--- src/rtl/hadamard_align_add.sv ---
// Purpose : align a group of 4 SFP operands to their max exponent and sum them as fixed point.
// Latency : 3 cycles from accept to out_valid; one group per cycle throughput.
// Backpr. : whole pipe freezes while out_valid & ~out_ready; in_ready drops for that cycle.
//
// Ports:
//   clk, rst            rising-edge clock, asynchronous active-high reset
//   in_valid/in_ready   group handshake; in_data holds operand k at [k*formatWidth +: formatWidth]
//   in_neg              bit k set subtracts operand k
//   out_valid/out_ready result handshake
//   fix_out             signed FW-bit sum (feeds fix2sfp.fixin)
//   max_exp_out         group max exponent (feeds fix2sfp.max_exp)
//
// Build option: define HADAMARD_ALIGN_RND_EN to round half-up on the aligned
// magnitude instead of truncating. Ports and latency are unchanged.

module hadamard_align_add #(
  parameter int expWidth    = 4,
  parameter int sigWidth    = 4,
  parameter int formatWidth = 9,
  parameter int low_expand  = 2
) (
  input  logic                       clk,
  input  logic                       rst,
  input  logic                       in_valid,
  output logic                       in_ready,
  input  logic [4*formatWidth-1:0]   in_data,
  input  logic [3:0]                 in_neg,
  output logic                       out_valid,
  input  logic                       out_ready,
  output logic [sigWidth+4+low_expand-1:0] fix_out,
  output logic [expWidth-1:0]        max_exp_out
);

  localparam int FW = sigWidth + 4 + low_expand;
  // Magnitude width: hidden one + stored significand + extra fraction bits.
  localparam int MW = sigWidth + 1 + low_expand;
`ifdef HADAMARD_ALIGN_RND_EN
  // A shift of exactly MW still leaves the hidden one as the rounding bit.
  localparam int MAX_SH = MW;
`else
  localparam int MAX_SH = MW - 1;
`endif

  logic advance;
  assign advance  = ~(out_valid & ~out_ready);
  assign in_ready = advance;

  // ---------------- S1: unpack, zero detect, max exponent ----------------
  logic [3:0]                in_sgn;
  logic [3:0]                in_zero;
  logic [3:0][expWidth-1:0]  in_exp;
  logic [3:0][sigWidth-1:0]  in_sig;
  logic [expWidth-1:0]       m_comb;

  always_comb begin
    m_comb  = '0;
    in_sgn  = '0;
    in_zero = '0;
    in_exp  = '0;
    in_sig  = '0;
    for (int k = 0; k < 4; k++) begin
      in_sgn[k]  = in_data[k*formatWidth + formatWidth - 1] ^ in_neg[k];
      in_exp[k]  = in_data[k*formatWidth + sigWidth +: expWidth];
      in_sig[k]  = in_data[k*formatWidth +: sigWidth];
      in_zero[k] = (in_exp[k] == '0) && (in_sig[k] == '0);
      // Zero operands must not pull the max exponent.
      if (!in_zero[k] && (in_exp[k] > m_comb))
        m_comb = in_exp[k];
    end
  end

  logic                      s1_vld;
  logic [expWidth-1:0]       s1_max;
  logic [3:0]                s1_sgn;
  logic [3:0]                s1_zero;
  logic [3:0][expWidth-1:0]  s1_exp;
  logic [3:0][sigWidth-1:0]  s1_sig;

  // ---------------- S2: align and convert to two's complement ----------------
  logic [3:0][FW-1:0]        aligned;
  logic [expWidth-1:0]       sh;
  logic [MW-1:0]             mag;
  logic [FW-1:0]             mag_ext;
`ifdef HADAMARD_ALIGN_RND_EN
  // One extra LSB catches the most significant shifted-out bit.
  logic [MW:0]               shifted;
`endif

  always_comb begin
    aligned = '0;
    sh      = '0;
    mag     = '0;
    mag_ext = '0;
`ifdef HADAMARD_ALIGN_RND_EN
    shifted = '0;
`endif
    for (int k = 0; k < 4; k++) begin
      sh = s1_max - s1_exp[k];
`ifdef HADAMARD_ALIGN_RND_EN
      shifted = {1'b1, s1_sig[k], {low_expand{1'b0}}, 1'b0} >> sh;
      mag     = shifted[MW:1] + MW'(shifted[0]);
`else
      mag     = {1'b1, s1_sig[k], {low_expand{1'b0}}} >> sh;
`endif
      if (s1_zero[k] || (int'(sh) > MAX_SH))
        mag = '0;
      mag_ext    = {{(FW-MW){1'b0}}, mag};
      aligned[k] = s1_sgn[k] ? (~mag_ext + 1'b1) : mag_ext;
    end
  end

  logic                      s2_vld;
  logic [expWidth-1:0]       s2_max;
  logic [3:0][FW-1:0]        s2_val;

  // ---------------- S3: sum ----------------
  // Two guard bits above the magnitude width mean the 4-way sum cannot overflow.
  logic [FW-1:0]             sum_comb;
  assign sum_comb = s2_val[0] + s2_val[1] + s2_val[2] + s2_val[3];

  logic                      s3_vld;
  assign out_valid = s3_vld;

  // All stages move in lockstep; bubbles travel with the data.
  always_ff @(posedge clk or posedge rst) begin
    if (rst) begin
      s1_vld      <= 1'b0;
      s1_max      <= '0;
      s1_sgn      <= '0;
      s1_zero     <= '0;
      s1_exp      <= '0;
      s1_sig      <= '0;
      s2_vld      <= 1'b0;
      s2_max      <= '0;
      s2_val      <= '0;
      s3_vld      <= 1'b0;
      fix_out     <= '0;
      max_exp_out <= '0;
    end else if (advance) begin
      s1_vld      <= in_valid;
      s1_max      <= m_comb;
      s1_sgn      <= in_sgn;
      s1_zero     <= in_zero;
      s1_exp      <= in_exp;
      s1_sig      <= in_sig;
      s2_vld      <= s1_vld;
      s2_max      <= s1_max;
      s2_val      <= aligned;
      s3_vld      <= s2_vld;
      fix_out     <= sum_comb;
      max_exp_out <= s2_max;
    end
  end

endmodule

--- config.mk ---
export PLATFORM = sky130hd
export DESIGN_NAME = hadamard_align_add
export DESIGN_NICKNAME = d
export VERILOG_FILES = /design/src/rtl/hadamard_align_add.sv
export SDC_FILE = /design/constraint.sdc
export NUM_CORES = 1
export LEC_CHECK = 0
export CAP_MARGIN = 20
export CORE_UTILIZATION = 30
export CTS_CLUSTER_SIZE = 28
export DETAILED_ROUTE_END_ITERATION = 16
export SYNTH_ARGS = -nofsm -noshare
export SYNTH_HDL_FRONTEND = slang
export SYNTH_SLANG_ARGS = --single-unit
export TNS_END_PERCENT = 30
--- constraint.sdc ---
create_clock -name clk -period 4.7 [get_ports clk]
set_clock_uncertainty 0.1 [all_clocks]
set_input_delay 0.94 -clock clk [delete_from_list [all_inputs] [get_ports clk]]
set_output_delay 0.94 -clock clk [all_outputs]
set_load 0.05 [all_outputs]
# After elaboration in Yosys (flattened, before gate mapping)
# Index checks and enable logic that the tools add are counted.
# totals
register_bits,105
wordCells,91
output_inout_bits,16
# classes
shifts,4
order_cmp,8
reduce_logical,24
bitwise,11
add_sub_neg,11
n_mux,12
# op_table
cell,n
10-bit by 1-bit adder with 10-bit output (second input constant),4
10-bit 2-to-1 mux,4
7-bit inverter with 10-bit output,4
4-bit zero test,8
10-bit adder,3
7-bit 2-to-1 mux,4
7-bit by 4-bit >> shifter with 7-bit output,4
4-bit by 3-bit greater-than comparator with 1-bit output (second input constant),4
4-bit 2-to-1 mux,4
4-bit subtractor,4
4-bit greater-than comparator,3
1-bit logical AND,8
4-bit by 1-bit greater-than comparator with 1-bit output (second input constant),1
1-bit zero test,4
1-bit logical OR,4
1-bit XOR,4
1-bit inverter,2
1-bit bitwise AND,1

# Longest topological paths before layout
# Gate-level depths: netlist (run 1).
# depth
ltp_word,14
depth_mapped,23
depth_no_buf,23

# Worst setup path before layout (run 1)
# OpenSTA, ideal clock, no wires.
# synth_path
path_type,input-to-reg
start,input port in_data[5]
end,register s1_max[0]
t_arrival_ns,4.879
path_stages,23
path_slack_ns,-0.362
required_ns,4.517
path_cell_list,inv_1 > ha_1 > nor2b_1 > o21a_1 > o21a_1 > o21ai_2 > mux2_2 > inv_1 > ha_1 > nand3_1 > o22ai_1 > o22a_1 > nand2_1 > nor2_1 > a21o_2 > ha_1 > nor2b_1 > o21a_1 > o21a_1 > o21a_1 > and2_1 > or3_1 > o21ai_0
# synth_via
elab_chain_cells,14
# synth_rtl
item,line,source
"start, declared",26,"input logic [4*formatWidth-1:0] in_data,"
branches (longest 4 deep; another with 4-bit by 1-bit greater-than comparator with 1-bit output),n/a,
4-bit 2-to-1 mux (*),67,if (!in_zero[k] && (in_exp[k] > m_comb))
4-bit greater-than comparator,67,
1-bit logical AND,67,
4-bit 2-to-1 mux (*),67,
4-bit greater-than comparator,67,
1-bit logical AND,67,
4-bit 2-to-1 mux (*),67,
4-bit greater-than comparator,67,
1-bit logical AND,67,
4-bit 2-to-1 mux (*),67,
"end signal, assigned",141,s1_max <= m_comb;
"end, declared",73,logic [expWidth-1:0] s1_max;
# Every way passes the cells marked *.
# A chain may end at the register's enable or synchronous reset.

# Final worst setup path (run 1)
# layout_path
start,input port in_data[14]
end,register s1_max[0]
# layout_via
elab_chain_cells,11
# layout_rtl
item,line
branches (longest 4 deep; another with 4-bit greater-than comparator),n/a
4-bit 2-to-1 mux (*),67
4-bit greater-than comparator,67
1-bit logical AND,67
4-bit 2-to-1 mux (*),67
4-bit greater-than comparator,67
1-bit logical AND,67
4-bit 2-to-1 mux (*),67
# Marks and branches as above.

==> reports/summary.txt, run 1 <==
Outcome: finished, violations left
Violated checks: setup timing
Clock transition at path regs: 0.08 ns
Slew HR: 0.476
Startpoint types: primary input
Crit path max fanout: 5
Pre-CTS setup slack: -0.846 ns
Num CTS Buffers: 9
Worst EP required: 4.90 ns
# nets final: 983
Setup-failing EPs final: 1
Power Density: 839 nW/um2
Crit path DAT: 4.90 ns
Post-synth EDFFs: 0
Post-Route WL: 17000 um
R2r startpoint: s1_max[1]$_DFFE_PP0N_
Critical Path Sink: s1_max[0]$_DFFE_PP0N_
Synth unique cells: 81
Reg2reg end: s2_val[14]$_DFFE_PP0N_
Most used cell, CP: o21a_1
Multi-input logic area: 4400 um2
Die height: 157 um
GPL Wtd Cong: 0.835
R2R depth: 11
Synth-to-layout area growth: 21.2%
Reg2reg setup slack: 1.16 ns
Fmax: 212 MHz
DRC viols: 0
Register area share after synthesis: 0.364
H-tree depth: 3
Kind of cell adding the most delay to the critical path: simple AND/OR/NAND/NOR gates
Diodes inserted: 0
Total track usage: 0.148
Syn Nets: 910
Crit path setup slack, layout: -0.00601 ns
Worst Max-Slew Pin Slew: 0.786 ns
Vias: 5778
CP Class: in2reg
Site Rows: 56
FF+latch count, synth: 105
Post-synthesis cell area: 7230 um2
Slew Viols, Final: 0
Port Buffers: 59
Top Ports: 60
Syn Area/Cell: 8.95 um2
Layout cells sized above 1: 0.136
Initial Util: 0.307
Routed Antenna Nets: 0
Leak Pwr: 3.99 nW
Commonest non-fill, non-tap cell in the layout: nand2_1
Top FF cell, synth: dfrtp_1
First-pass GRT wire length: 28700 um
RSZ-0062 raised after global routing: yes
# clock sinks: 105
Die area: 24700 um2
Clock Latency Late Sink: 0.36 ns
CTS tree: yes
Detailed Place HPWL: 12600 um
Most frequent cells in the layout: nand2_1 (182), dfrtp_1 (105), o21ai_0 (51)
Initial antenna violation count: 0
Number of global-route vias before repair: 5577
Final hold vios: 0
DR WL/cell: 14.1 um
Power Total: 7.35 mW
Via-to-Cell Ratio: 4.80
DIE WIDTH: 157 um
Critical Path End Type: flip-flop
CP Depth: 22
Crit path max-delay cell type: or4_4
Fin util: 0.372
Iter 0 DRT Violations: 397
CP startpoint: in_data[14]
Cts hold-fix bufs: 0
WP buf/inv: 2
Layout fillers: 2420
CP Cell Sequence: buf_2 > buf_6 > or4_4 > nor2_4 > a41oi_2 > o21ai_4 > mux2i_2 > ha_1 > a21oi_2 > o22ai_1 > o22a_1 > nand2_2 > nor2_4 > a21o_2 > ha_4 > nor2b_1 > o21a_1 > o21a_1 > o21a_1 > and2_4 > or3_4 > o21ai_2
Fraction of registers with async set/reset: 1.00
Post-Synthesis Cells: 807
Count of warnings emitted by yosys: 0
CP peak stage delay: 0.54 ns
Final critical-path required period: 4.71 ns
Initial DRT Pass Iterations: 4
Period utilization: 1.00
Max-cap violations: 0
Maximum VDD drop: 0.271 mV
Longest Clk Path Bufs: 2
Seq. cell area: 2630 um2
Core Footprint: 23500 um2
Clock root buffer master: clkbuf_16
Grt total ovfl: 0
Largest net degree at the start of global routing: 70
Tightest Hold Check Type: reg2reg
[routing by layer]
layer  vias to the layer above  wire (um)  track usage
li1                       2953          -            -
met1                      2726       8550        0.205
met2                        85       7790        0.240
met3                        14        465       0.0184
met4                         0        216       0.0421
met5                         -          0            0
[kinds of logic after synthesis]
group           share of synthesized area
compound gates                      0.202
xor+xnor                           0.0526
fa+ha+maj                           0.125
buf+inv                            0.0445
flops                               0.364
mux                                0.0260
simple gates                        0.186
[synthesized netlist by cell type, drive strengths merged (3+ instances only)]
cell type  count  share of area
a21oi         39          0.029
xor2          20          0.025
a211o          3         0.0036
a221oi         5          0.011
xnor2         20          0.027
nand3         12         0.0097
a41oi          3         0.0047
buf           14          0.011
a21o          18          0.019
dfrtp        105           0.36
mux2i         12          0.017
nor2b         13          0.011
inv           37          0.019
nor4           6         0.0052
or3            4         0.0035
and3           8         0.0069
a22oi          5         0.0052
o21ai         63          0.045
a31oi         12          0.011
nor3           6         0.0042
mux2           6         0.0093
o21a          11          0.011
nand2        183          0.095
ha            37          0.064
or4            3         0.0031
a211oi         3         0.0066
o211ai         9          0.010
nand3b         5         0.0052
o31ai          7         0.0087
clkbuf        27          0.014
nand2b        13          0.011
nor2          38          0.020
fa            22          0.061
[per-stage QoR]
step,hold slack [ns],TNS [ns],std cells,instance area (um2)
after floorplan,0.330,-0.116,807,7260
after global placement,0.340,-2.72,1183,8370
after detailed placement,0.346,-3.08,1183,8370
after CTS,0.364,0,1203,8740
after global routing,0.396,-0.525,1204,8760
final,0.364,-0.00601,1204,8760
[how the worst min path moves through the flow]
stage	startpoint	endpoint	slack, ns	cells after the start
2_1_floorplan	s2_vld$_DFFE_PP0N_	s2_vld$_DFFE_PP0N_	0.33	2
3_3_place_gp	s2_vld$_DFFE_PP0N_	s2_vld$_DFFE_PP0N_	0.34	2
3_5_place_dp	s2_vld$_DFFE_PP0N_	out_valid$_DFFE_PP0N_	0.35	1
4_1_cts	s2_vld$_DFFE_PP0N_	out_valid$_DFFE_PP0N_	0.36	1
5_1_grt	s2_max[3]$_DFFE_PP0N_	max_exp_out[3]$_DFFE_PP0N_	0.40	2
6_report	s2_vld$_DFFE_PP0N_	s2_vld$_DFFE_PP0N_	0.36	2
[registers in the layout (all words and copies together), names as in the netlist]
name	flops
s2_val	40
s1_exp	16
s1_sig	16
fix_out	10
max_exp_out	4
s1_max	4
s1_sgn	4
s1_zero	4
s2_max	4
out_valid	1
s1_vld	1
s2_vld	1
[layout make-up]
class	instances	share of cell area
multi-input combinational	624	0.503
sequential	105	0.300
timing repair buffer	103	0.102
tap	319	0.0456
clock buffer	10	0.0273
inverter	37	0.0164
clock inverter	6	0.00557
[tightest hold or removal path: stages (launching register included)]
cell     delay (ns)
dfrtp_1        0.34
nand2_1        0.05
nand2_1        0.05
[what timing repair did]
action,4_1_cts,5_1_grt
pin swaps,13,13
resized for setup,31,7
hold endpoints to repair,0,0
setup endpoints to repair,4,4
setup buffers,4,1
[power by group]
part	switching, mW	total, mW	leakage (nW)	internal, mW
clock	0.371	0.752	0.137	0.381
sequential	0.287	1.53	1.30	1.24
combinational	2.91	5.07	2.54	2.16
No activity file was read; power rests on OpenSTA's default activity.
==> run 2, diff against run 1 <==
CELL_PAD_IN_SITES_DETAIL_PLACEMENT = 1   (was default)
CELL_PAD_IN_SITES_GLOBAL_PLACEMENT = 2   (was default)
PLACE_DENSITY_LB_ADDON = 0.1   (was default)
==> reports/summary.txt, run 2 (synthesis results as in run 1) <==
Violated checks: setup timing
Longest Clk Path Bufs: 2 (unchanged)
Setup Total Neg Slack: -0.00338 ns (+0.00263 ns)
Power Density: 848 nW/um2 (+1.1%)
# nets final: 985 (+0.20%)
Tightest Hold Check Type: reg2reg
Post-Route WL: 20200 um (+19%)
Crit path setup slack, layout: -0.00338 ns (+0.00263 ns)
DRC viols: 0 (unchanged)
CP Class: in2reg
Pre-CTS setup slack: -0.884 ns (-0.0382 ns)
Power Total: 7.49 mW (+2.0%)
Startpoint types: primary input
Die area: 24700 um2 (unchanged)
Iter 0 DRT Violations: 170 (-57%)
Fin area: 8840 um2 (+0.87%)
Most frequent cells in the layout: nand2_1 (181), dfrtp_1 (105), o21ai_0 (51)
Diodes inserted: 0 (unchanged)
Slew HR: 0.509 (+0.0328)
Outcome: finished, violations left
Crit path max fanout: 5 (unchanged)
Critical Path End Type: flip-flop
Commonest non-fill, non-tap cell in the layout: nand2_1
Gate power share: 0.695 (+0.005)
Max reg flops: 40 (unchanged)
Site Rows: 56 (unchanged)
Crit path DAT: 4.88 ns (-0.02 ns)
DR WL/cell: 16.8 um (+19%)
Fmax: 213 MHz (about the same)
GPL Wtd Cong: 0.830 (-0.54%)
Sw Share: 0.495 (+0.00977)
Detailed Place HPWL: 15300 um (+21%)
Final Non-Filler Cells: 1205 (+0.083%)
Port Buffers: 59 (unchanged)
Period utilization: 1.00 (about the same)
Most flop-heavy register: s2_val
CTS tree: yes
Num CTS Buffers: 9 (unchanged)
Pint: 3.78 mW (about the same)
Final critical-path required period: 4.70 ns (-0.00263 ns)
Total track usage: 0.174 (+0.0265)
First-pass GRT wire length: 33300 um (+16%)
Initial antenna violation count: 0 (unchanged)
Sw power: 3.71 mW (+4.1%)
Slew Viols, Final: 0 (unchanged)
Synth-to-layout area growth: 22.3%
Worst EP required: 4.88 ns (-0.02 ns)
RSZ-0062 raised after global routing: yes
# clock sinks: 105 (unchanged)
Largest registers: s2_val x40, s1_exp x16, s1_sig x16
Sequential power share: 0.205 (-0.003)
Routed Antenna Nets: 0 (unchanged)
Die height: 157 um (unchanged)
Clock Latency Late Sink: 0.36 ns (about the same)
Clock share of power: 0.100 (-0.002)
Clock transition at path regs: 0.08 ns (about the same)
Placed Cells incl. Taps: 1182 (-0.085%)
Leak Pwr: 4.01 nW (+0.54%)
Initial Util: 0.307 (unchanged)
Maximum VDD drop: 0.260 mV (-3.8%)
Largest net degree at the start of global routing: 67 (-4.3%)
Vias: 5910 (+2.3%)
Initial DRT Pass Iterations: 4 (unchanged)
Max-cap violations: 0 (unchanged)
Hold_ws: 0.365 ns (+0.00111 ns)
Top Ports: 60 (unchanged)
Fin util: 0.375 (+0.00324)
Setup-failing EPs final: 1 (unchanged)
H-tree depth: 3 (unchanged)
Reg2reg setup slack: 1.07 ns (-0.09 ns)
Final hold vios: 0 (unchanged)
Core Footprint: 23500 um2 (unchanged)
Via-to-Cell Ratio: 4.90 (+2.2%)
DIE WIDTH: 157 um (unchanged)
Clock root buffer master: clkbuf_16
Grt total ovfl: 0 (unchanged)
Placed Area: 8380 um2 (about the same)
Number of global-route vias before repair: 6393 (+15%)
Worst Max-Slew Pin Slew: 0.737 ns (-0.0492 ns)
Layout cells sized above 1: 0.142 (+0.00662)
## run 2: repair_timing
action | CTS | global route
buffers inserted | 7 | 1
setup endpoints to repair | 4 | 4
pin swaps | 17 | 12
hold buffers | 0 | 0
resized for setup | 40 | 18
## run 2: layer usage
layer / share of wire / global-route usage
met1: 0.47 / 0.220
met2: 0.49 / 0.305
met3: 0.021 / 0.0245
met4: 0.018 / 0.0541
met5: 0 / 0
## run 2: layout make-up
| type | count | area (um2) |
|---|---|---|
| Timing Repair Buffer | 105 | 956 |
| Clock inverter | 6 | 52.6 |
| Inverter | 37 | 144 |
| Sequential cell | 105 | 2630 |
| Clock buffer | 9 | 225 |
| Multi-Input combinational cell | 624 | 4430 |
| Tap cell | 319 | 399 |
| Fill cell | 2772 | 14700 |
## run 2: path summary, 6_finish.rpt
check	endpoint	depth (start not counted)	start
max in group asynchronous	s2_max[1]$_DFFE_PP0N_	3	rst
hold / removal	out_valid$_DFFE_PP0N_	1	s2_vld$_DFFE_PP0N_
min in group asynchronous	s1_sig[12]$_DFFE_PP0N_	2	rst
setup / recovery	s1_max[2]$_DFFE_PP0N_	22	in_data[14]
setup reg to reg	s2_val[6]$_DFFE_PP0N_	11	s1_max[1]$_DFFE_PP0N_
hold reg to reg	out_valid$_DFFE_PP0N_	1	s2_vld$_DFFE_PP0N_
## run 2: critical path, cell delays in order
cell,delay [ns]
buf_8,0.10
buf_6,0.12
or4_4,0.53
nor2_4,0.12
a41oi_2,0.06
o21ai_4,0.14
buf_6,0.13
mux2_2,0.36
ha_4,0.27
inv_1,0.03
o22a_1,0.22
nand2_2,0.11
nor2_2,0.05
a21o_2,0.21
ha_4,0.22
nor2b_4,0.12
o21a_1,0.16
o21a_1,0.16
o21a_1,0.20
and2_4,0.16
a211o_1,0.28
a31oi_1,0.18
## run 2: power groups by stage
stage / logic, mW / clock network, mW / registers (mW)
floorplan: 3.84 / 0 / 1.67
detailed placement: 5.20 / 0 / 1.57
CTS: 5.27 / 0.782 / 1.55
global placement: 5.06 / 0 / 1.56
global route: 5.88 / 0.805 / 1.59
finish: 5.21 / 0.751 / 1.54
==> run 3, diff against run 2 <==
TNS_END_PERCENT = 100   (was 30)
==> reports/summary.txt, run 3 (synthesis results as in run 1) <==
Critical Path End Type: flip-flop
Reg2reg setup slack: 0.95 ns (-0.12 ns)
Final hold vios: 0 (unchanged)
R2R depth: 11 (unchanged)
Startpoint types: primary input
Layout fillers: 2800 (+1.0%)
Leak Pwr: 4.02 nW (+0.44%)
GPL Wtd Cong: 0.847 (+2.0%)
DIE WIDTH: 157 um (unchanged)
Most used cell, CP: o21a_1
Largest registers: s2_val x40, s1_exp x16, s1_sig x16
CTS tree: yes
Site Rows: 56 (unchanged)
Slew Viols, Final: 0 (unchanged)
Sw power: 3.72 mW (+0.27%)
Multi-input logic area: 4450 um2 (+0.40%)
Most flop-heavy register: s2_val
Vias: 5976 (+1.1%)
Grt total ovfl: 0 (unchanged)
Diodes inserted: 0 (unchanged)
First-pass GRT wire length: 33600 um (+0.85%)
Max reg flops: 40 (unchanged)
Total track usage: 0.175 (+0.000871)
Die height: 157 um (unchanged)
WP buf/inv: 1 (-3)
Power Total: 7.54 mW (+0.61%)
CP Cell Sequence: buf_8 > ha_4 > nor2b_4 > o21a_1 > o21a_1 > o21ai_4 > mux2i_2 > ha_1 > a21oi_2 > o22ai_2 > o22a_1 > nand2_4 > nor2_4 > a21o_2 > ha_4 > nor2b_4 > o21a_1 > o21a_1 > o21a_1 > and2_4 > or3_1 > o21ai_1
Power Density: 850 nW/um2 (+0.27%)
Cts hold-fix bufs: 0 (unchanged)
Initial antenna violation count: 0 (unchanged)
Sequential power share: 0.204 (about the same)
Placed Area: 8370 um2 (-0.15%)
Die area: 24700 um2 (unchanged)
Period utilization: 0.990 (-0.0110)
CP Class: in2reg
Port Buffers: 59 (unchanged)
Fmax: 215 MHz (+1.1%)
Clock share of power: 0.104 (+0.004)
Hold_ws: 0.367 ns (+0.00188 ns)
Clock root buffer master: clkbuf_16
Synth-to-layout area growth: 22.7%
RSZ-0062 raised after global routing: yes
Clock Latency Late Sink: 0.36 ns (about the same)
Most frequent cells in the layout: nand2_1 (182), dfrtp_1 (105), o21ai_0 (51)
Via-to-Cell Ratio: 4.96 (+1.0%)
Slew HR: 0.466 (-0.0424)
Hold depth: 2 (+1)
Core Footprint: 23500 um2 (unchanged)
Sw Share: 0.494 (-0.00169)
Initial Util: 0.307 (unchanged)
Iter 0 DRT Violations: 166 (-2.4%)
Detailed Place HPWL: 15300 um (-0.33%)
Layout cells sized above 1: 0.148 (+0.00548)
Top Ports: 60 (unchanged)
Maximum VDD drop: 0.230 mV (-12%)
Tightest Hold Check Type: reg2reg
Pint: 3.82 mW (+0.95%)
CP Depth: 22 (unchanged)
Num CTS Buffers: 9 (unchanged)
Final critical-path required period: 4.65 ns (-0.0518 ns)
Largest net degree at the start of global routing: 80 (+19%)
Pre-CTS setup slack: -0.891 ns (-0.00696 ns)
Crit path DAT: 4.85 ns (-0.03 ns)
DR WL/cell: 16.8 um (about the same)
Routed Antenna Nets: 0 (unchanged)
Kind of cell adding the most delay to the critical path: compound AO/OA/AOI/OAI gates
# nets final: 985 (unchanged)
DRC viols: 0 (unchanged)
Clock transition at path regs: 0.08 ns (about the same)
Initial DRT Pass Iterations: 4 (unchanged)
Max-cap violations: 0 (unchanged)
Crit path setup slack, layout: 0.0484 ns (+0.0518 ns)
Worst Max-Slew Pin Slew: 0.800 ns (+0.0637 ns)
Longest Clk Path Bufs: 2 (unchanged)
# clock sinks: 105 (unchanged)
Commonest non-fill, non-tap cell in the layout: nand2_1
Post-Route WL: 20200 um (+0.17%)
Fin area: 8870 um2 (+0.34%)
CP peak stage delay: 0.30 ns (-0.23 ns)
Number of global-route vias before repair: 6405 (+0.19%)
Worst EP required: 4.89 ns (about the same)
Crit path max fanout: 6 (+1)
Outcome: finished clean
Gate power share: 0.693 (-0.002)
H-tree depth: 3 (unchanged)
Seq. cell area: 2630 um2 (unchanged)
Setup-failing EPs final: 0 (-1)
Crit path max-delay cell type: or3_1
-- run 3: power by group through the flow --
stage	sequential (mW)	clock (mW)	combinational, mW
2_1_floorplan	1.67	0	3.84
3_3_place_gp	1.55	0	5.05
3_5_place_dp	1.57	0	5.21
4_1_cts	1.55	0.812	5.27
5_1_grt	1.59	0.848	5.89
6_report	1.54	0.780	5.22
-- run 3: layer usage --
layer  up-vias  share of wire  global-route usage
li1       2942              -                   -
met1      2952           0.48               0.222
met2        65           0.49               0.309
met3        17          0.018              0.0193
met4         0          0.016              0.0546
met5         -              0                   0
-- run 3: per-stage QoR --
step	util	instances	TNS, ns
after floorplan	-	807	-0.138
after global placement	0.355	1180	-2.85
after detailed placement	0.355	1180	-3.38
after CTS	0.373	1204	0
after global routing	0.377	1206	-0.558
final	0.377	1206	0
-- run 3: repair_timing --
item                                    CTS  global route
setup buffers                             9             3
pin swaps                                13            14
resized for setup                        32            35
endpoints found under the setup margin    4             4
-- run 3: final cells by class --
class,count,share of cell area
well taps,319,0.0450
clock buffers,11,0.0285
multi-input cells,624,0.502
flip-flops and latches,105,0.296
clock inverters,5,0.00508
inverters,37,0.0165
repair buffers,105,0.107
-- run 3: worst paths after layout --
check                                            from                         end
min in group asynchronous                         rst      s1_sig[12]$_DFFE_PP0N_
max in group asynchronous                         rst      s2_val[38]$_DFFE_PP0N_
setup / recovery                          in_data[14]       s1_max[0]$_DFFE_PP0N_
hold reg to reg            max_exp_out[3]$_DFFE_PP0N_  max_exp_out[3]$_DFFE_PP0N_
setup reg to reg                s1_max[1]$_DFFE_PP0N_      s2_val[14]$_DFFE_PP0N_
hold / removal             max_exp_out[3]$_DFFE_PP0N_  max_exp_out[3]$_DFFE_PP0N_
-- run 3: worst register-to-register path, cell delays in order (launching register included) --
cell and delay, ns:
dfrtp_1 0.55, inv_1 0.30, fa_1 0.93, nand2b_1 0.19, a22o_1 0.30, a22oi_1 0.15
inv_1 0.09, nand2_1 0.13, ha_1 0.19, o31ai_1 0.10, or4_1 0.47, a31oi_1 0.16
